File: config.mk
export PLATFORM = sky130hd
export DESIGN_NAME = dvs_ravens_bus_requester
export DESIGN_NICKNAME = d
export VERILOG_FILES = /design/src/rtl/dvs_ravens_pkg.sv /design/src/rtl/dvs_ravens_event_fifo.sv /design/src/rtl/dvs_ravens_bus_requester.sv
export SDC_FILE = /design/constraint.sdc
export NUM_CORES = 1
export LEC_CHECK = 0
export CAP_MARGIN = 20
export CORE_MARGIN = 4
export CORE_UTILIZATION = 49
export CTS_BUF_LIST = sky130_fd_sc_hd__clkbuf_8
export CTS_CLUSTER_SIZE = 10
export DETAILED_ROUTE_END_ITERATION = 8
export GPL_TIMING_DRIVEN = 0
export MAX_ROUTING_LAYER = met4
export PLACE_DENSITY = 0.84
export REMOVE_ABC_BUFFERS = 1
export SYNTH_ARGS = -nofsm -noshare
export SYNTH_HDL_FRONTEND = slang
export SYNTH_SLANG_ARGS = --single-unit
File: constraint.sdc
create_clock -name clk -period 4.25 [get_ports clk]
set_input_delay 0.85 -clock clk [delete_from_list [all_inputs] [get_ports clk]]
set_output_delay 0.85 -clock clk [all_outputs]
set_load 0.05 [all_outputs]
File: src/rtl/dvs_ravens_pkg.sv
// Shared definitions for the DVS->Ravens bus requester slice.
package dvs_ravens_pkg;

  localparam int DVS_RAVENS_BUS_W      = 16;
  localparam int DVS_RAVENS_MAX_BURST  = 4;
  localparam int DVS_RAVENS_FIFO_DEPTH = 4;

  typedef enum logic [1:0] {
    REQ_IDLE,
    REQ_ACTIVE,
    REQ_RELEASE
  } requester_state_t;

endpackage

File: src/rtl/dvs_ravens_event_fifo.sv
// Small synchronous event FIFO with a combinational head so the requester
// can present the oldest word on the bus in the same cycle it is granted.
module dvs_ravens_event_fifo #(
  parameter int DATA_W = 16,
  parameter int DEPTH  = 4,
  localparam int CNT_W = $clog2(DEPTH + 1),
  localparam int PTR_W = $clog2(DEPTH)
) (
  input  logic              clk,
  input  logic              rst,
  input  logic              push,
  input  logic              pop,
  input  logic [DATA_W-1:0] wdata,
  output logic              full,
  output logic              empty,
  output logic [CNT_W-1:0]  count,
  output logic [DATA_W-1:0] head
);

  logic [DATA_W-1:0] mem_q [DEPTH];
  logic [DATA_W-1:0] mem_d [DEPTH];
  logic [PTR_W-1:0]  wr_ptr_q, wr_ptr_d;
  logic [PTR_W-1:0]  rd_ptr_q, rd_ptr_d;
  logic [CNT_W-1:0]  count_q, count_d;
  logic              push_ok;
  logic              pop_ok;

  assign full    = (count_q == CNT_W'(DEPTH));
  assign empty   = (count_q == '0);
  assign count   = count_q;
  assign head    = mem_q[rd_ptr_q];
  // A full FIFO refuses a push even when a pop frees a slot this cycle.
  assign push_ok = push & ~full;
  assign pop_ok  = pop & ~empty;

  // Next pointer/count and storage update; pointers wrap naturally (DEPTH is 2^n).
  always_comb begin
    mem_d    = mem_q;
    wr_ptr_d = wr_ptr_q;
    rd_ptr_d = rd_ptr_q;
    count_d  = count_q + CNT_W'(push_ok) - CNT_W'(pop_ok);
    if (push_ok) begin
      mem_d[wr_ptr_q] = wdata;
      wr_ptr_d        = wr_ptr_q + PTR_W'(1);
    end
    if (pop_ok) begin
      rd_ptr_d = rd_ptr_q + PTR_W'(1);
    end
  end

  // Pointer and count registers; reset discards any queued words.
  always_ff @(posedge clk) begin
    if (rst) begin
      wr_ptr_q <= '0;
      rd_ptr_q <= '0;
      count_q  <= '0;
    end else begin
      wr_ptr_q <= wr_ptr_d;
      rd_ptr_q <= rd_ptr_d;
      count_q  <= count_d;
    end
  end

  // Storage array; contents need no reset since count gates visibility.
  always_ff @(posedge clk) begin
    mem_q <= mem_d;
  end

endmodule

File: src/rtl/dvs_ravens_bus_requester.sv
// Master-side requester for the shared DVS->Ravens bus: queues event words,
// requests the bus, transfers on granted cycles and yields after a burst.
module dvs_ravens_bus_requester
  import dvs_ravens_pkg::*;
#(
  parameter int DATA_W     = DVS_RAVENS_BUS_W,
  parameter int FIFO_DEPTH = DVS_RAVENS_FIFO_DEPTH,
  parameter int MAX_BURST  = DVS_RAVENS_MAX_BURST
) (
  input  logic              clk,
  input  logic              rst,
  input  logic              in_valid,
  input  logic [DATA_W-1:0] in_data,
  output logic              in_ready,
  output logic              req,
  input  logic              grant,
  output logic              bus_valid,
  output logic [DATA_W-1:0] bus_data,
  output logic              busy
);

  localparam int CNT_W   = $clog2(FIFO_DEPTH + 1);
  localparam int BURST_W = $clog2(MAX_BURST + 1);

  requester_state_t    state_q, state_d;
  logic                req_q, req_d;
  logic [BURST_W-1:0]  burst_cnt_q, burst_cnt_d;

  logic                fifo_full;
  logic                fifo_empty;
  logic [CNT_W-1:0]    fifo_count;
  logic [DATA_W-1:0]   fifo_head;
  logic                push;
  logic                pop;
  logic                last_of_burst;
  logic                draining;

  dvs_ravens_event_fifo #(
    .DATA_W (DATA_W),
    .DEPTH  (FIFO_DEPTH)
  ) u_fifo (
    .clk   (clk),
    .rst   (rst),
    .push  (push),
    .pop   (pop),
    .wdata (in_data),
    .full  (fifo_full),
    .empty (fifo_empty),
    .count (fifo_count),
    .head  (fifo_head)
  );

  // Handshakes are forced quiet while reset is held so nothing leaks out.
  assign in_ready  = ~rst & ~fifo_full;
  assign push      = in_valid & in_ready;
  assign bus_valid = ~rst & (state_q == REQ_ACTIVE) & grant & ~fifo_empty;
  assign pop       = bus_valid;
  // AND-OR shared bus: drive zeros whenever this master is not transferring.
  assign bus_data  = bus_valid ? fifo_head : '0;
  assign busy      = (state_q != REQ_IDLE) | ~fifo_empty;
  assign req       = req_q;

  assign last_of_burst = (burst_cnt_q + BURST_W'(1)) == BURST_W'(MAX_BURST);
  assign draining      = (fifo_count == CNT_W'(1)) & ~push;

  // State, request and burst counter registers.
  always_ff @(posedge clk) begin
    if (rst) begin
      state_q     <= REQ_IDLE;
      req_q       <= 1'b0;
      burst_cnt_q <= '0;
    end else begin
      state_q     <= state_d;
      req_q       <= req_d;
      burst_cnt_q <= burst_cnt_d;
    end
  end

  // Next state: leave ACTIVE after the transfer that ends the burst or empties the FIFO.
  always_comb begin
    state_d = state_q;
    case (state_q)
      REQ_IDLE:    if (fifo_count != '0) state_d = REQ_ACTIVE;
      REQ_ACTIVE:  if (pop && (last_of_burst || draining)) state_d = REQ_RELEASE;
      REQ_RELEASE: state_d = REQ_IDLE;
      default:     state_d = REQ_IDLE;
    endcase
  end

  // Outputs: req registered from the next state; burst count survives grant loss.
  always_comb begin
    req_d       = (state_d == REQ_ACTIVE);
    burst_cnt_d = burst_cnt_q;
    if (state_q == REQ_RELEASE) begin
      burst_cnt_d = '0;
    end else if (pop) begin
      burst_cnt_d = burst_cnt_q + BURST_W'(1);
    end
  end

endmodule

==> impl_results.md <==
- DP Cell Count: 284
- Max Used Layer: met4
- Synth Cell Area: 0.00314 sq mm
- Count of clock tree sinks: 77
- Layout Cells excl Fill: 299
- Antenna Cells: 0
- Via count of the first global-routing pass: 1728
- Initial Utilization: 51.9%
- Number of max-cap violations: 0
- Buf/Inv on CP: 2
- Startpoint of the lowest-slack register-to-register path: u_fifo.count[2]
- Final setup vio count: 0
- Worst hold stages: 1
- Total gr overflow: 0
- Post-synthesis cell type count: 30
- Number of hold-repair buffers added at the cts stage: 0
- Overall die width: 88.1 microns
- Worst reg2reg path depth: 9
- Worst EP required: 3.40 ns
- Data arrival time of the critical path: 3.26 ns
- Core Box Area: 0.00606 sq mm
- Maximum clock insertion buffer count: 2
- Initial antenna violation count: 0
- Final hold slack: 0.496 ns
- Clock-pin slew of the registers on the worst-case setup and hold paths: 0.07 ns
- Power per cell area: 462 mW/mm^2
- Hold path start: state_q[1]
- DRC violation count after routing: 0
- Routed length per instance: 18.0 microns
- Avg Synthesized Cell Area: 17.6 sq um
- Drt initial violations: 97
- Global-route wire length before repair: 8670 microns
- Root cell of the clock tree: sky130_fd_sc_hd__clkbuf_8
- Worst Tran Pin Value: 0.827 ns
- Top cell by count, worst path: sky130_fd_sc_hd__clkdlybuf4s50_1
- RSZ-0062 raised after global routing: no
- End of the worst hold path: state_q[0]
- Number of storage elements in the synthesis netlist: 77
- Post-DP HPWL: 3460 microns
- Series of cell instances along the critical path: clkdlybuf4s50_1 > and4bb_2 > and2_4 > clkdlybuf4s50_1
- TritonCTS clock tree: done
- Tot GR Track Use: 16.3%
- Share of flip-flops with an asynchronous set or reset after synthesis: 0%
- Leakage power summed over all cells: 0.00131 uW
- Final RePlAce weighted congestion: 0.749
- Floorplan die height: 88.1 microns
- Vias after detailed routing: 1612
- FMAX: 243 MHz
- Syn-to-layout area delta: 20.5%
- Type of element capturing the critical path: output port
- Setup Skew: 0.00839 ns
- Delay of the slowest cell on the worst path: 0.81 ns
- Yosys warning count: 0
- H-tree lvl count: 3
- Final net count: 249
- Sequential cell area fraction in the yosys report: 69.4%
- Postcts setup bufs: 0
- Final count of hold timing violations: 0
- Predominant post-synthesis flop cell: sky130_fd_sc_hd__edfxtp_1
- Layout cell share with drive strength beyond 1: 15.2%
- Number of enable-type register cells in the synthesized netlist: 64
- Final critical path time including I/O delays and setup: 4.11 ns
- Number of top-level design ports: 40
- Reg-to-reg endpoint: u_fifo.count[2]
- Worst path top cell family by delay: buffers and inverters
- Period utilization: 96.8%
- Slew HR: 44.8%
- Clock latency on the worst-skew pair: 0.34 ns
- Cell type of the slowest stage on the worst timing path: sky130_fd_sc_hd__clkdlybuf4s50_1
- Setup TNS: 0 ns
- Count of buffers from port buffering: 39
- R2R setup slack: 1.79 ns
- Logic depth of the worst setup path including buffers: 4
- Detailed Route WL: 5380 microns
- Via density per instance: 5.39
- Status: finished, final reports clean
- Max Slew Vio Count: 0
- Class of the worst hold path: reg2reg
- Length of the first detailed-routing pass in iterations: 4
- Num rows: 28
- Floorplan die area: 0.00776 sq mm
- Routed wl met2: 2840 microns
- Maximum ir drop on the vdd rail: 0.225 mV
- Startpoint Class: input port
- Worst-path maximum fanout: 20
- Maximum number of pins on one net before global-route repair: 23
- Number of buffers created by CTS: 9
- Worst setup path class: in2out
- Post-DRT Antenna Nets: 0
- Met3 WL post-DR: 200 microns
- M1 wire length: 2190 microns
- Cts repair resizes: 0
- Post-Syn Instances: 179
-- where the power goes --
group / internal, uW / total (uW) / leakage (uW) / switching (uW)
Clock: 322 / 566 / 0.000104 / 244
Combinational: 115 / 290 / 0.000523 / 175
Sequential: 867 / 894 / 0.000687 / 26.5
Total: 1300 / 1750 / 0.00131 / 446
-- cells in the mapped netlist (3+ instances only) --
cell type                   n  share of area (%)
sky130_fd_sc_hd__edfxtp_1  64                 61
sky130_fd_sc_hd__buf_6      4                1.4
sky130_fd_sc_hd__inv_1      7               0.84
sky130_fd_sc_hd__xor2_1     3               0.84
sky130_fd_sc_hd__xnor2_1    5                1.4
sky130_fd_sc_hd__and2_1     4               0.80
sky130_fd_sc_hd__nor2_1    10                1.2
sky130_fd_sc_hd__dfxtp_1   13                8.3
sky130_fd_sc_hd__ha_1       8                3.2
sky130_fd_sc_hd__and3_1    16                3.2
sky130_fd_sc_hd__mux4_2    16                 11
sky130_fd_sc_hd__nand3_1    4               0.64
-- worst max-delay path by stage --
stage | startpoint | endpoint | slack, ns
finish | rst | bus_valid | 0.14
CTS | rst | bus_valid | 0.1
floorplan | rst | u_fifo.count[2] | 1.50
detailed placement | rst | bus_valid | 0.11
global route | rst | bus_data[3] | 0.02
global placement | rst | bus_valid | 0.12
-- final cells by class --
type,count,area [sq um]
clock buffer,9,124
clock inverter,6,80.1
fill,452,2270
inverter,7,26.3
multi-input combinational,85,862
sequential,77,2180
tap,75,93.8
timing repair buffer,40,418
-- sequential cells by signal, summed over array words and instances (netlist names) --
name / count
burst_cnt_q: 3
req: 1
state_q: 2
u_fifo.count: 3
u_fifo.mem_q: 64
u_fifo.rd_ptr_q: 2
u_fifo.wr_ptr_q: 2
-- stage by stage --
stage	total power (uW)	utilization (%)	instance area (sq um)	worst slack (ns)
final	1750	62.5	3790	0.136
after global placement	1190	58.6	3550	0.119
after CTS	1770	62.5	3790	0.0981
after detailed placement	1200	59.1	3580	0.113
after global routing	1830	62.5	3790	0.0247
after floorplan	1090	-	3070	1.50
-- kinds of logic (layout without fill, tap and decap cells) --
group / Yosys count / count (layout) / synth area share [%]
flops: 77 / 77 / 69.4
mux: 17 / 17 / 11.8
buf+inv: 17 / 62 / 3.15
xor+xnor: 8 / 8 / 2.23
fa+ha+maj: 9 / 9 / 3.82
compound gates: 6 / 6 / 1.31
simple gates: 45 / 45 / 8.28
-- routing by layer --
metal	track usage [%]	vias up
li1	-	765
met1	18.5	795
met2	26.9	41
met3	2.92	11
met4	10.0	0
met5	-	-
-- cell usage in the layout, fill, tap and decap left out, drive strengths merged --
| cell | instances |
|---|---|
| nor2 | 10 |
| and2 | 5 |
| nand3 | 4 |
| nand2b | 1 |
| mux2i | 1 |
| bufinv | 2 |
| o31ai | 1 |
| dfxtp | 13 |
| or3 | 2 |
| nor2b | 2 |
| a21oi | 3 |
| ha | 8 |
| clkbuf | 9 |
| a21o | 1 |
| fa | 1 |
| buf | 1 |
| clkdlybuf4s50 | 39 |
| and3 | 16 |
| nor4 | 2 |
| and4bb | 1 |
| inv | 8 |
| clkinvlp | 1 |
| clkinv | 2 |
| a21boi | 1 |
| mux4 | 16 |
| edfxtp | 64 |
| xnor2 | 5 |
| xor2 | 3 |
| nand2 | 2 |
Power figures use the tool's default switching activity.
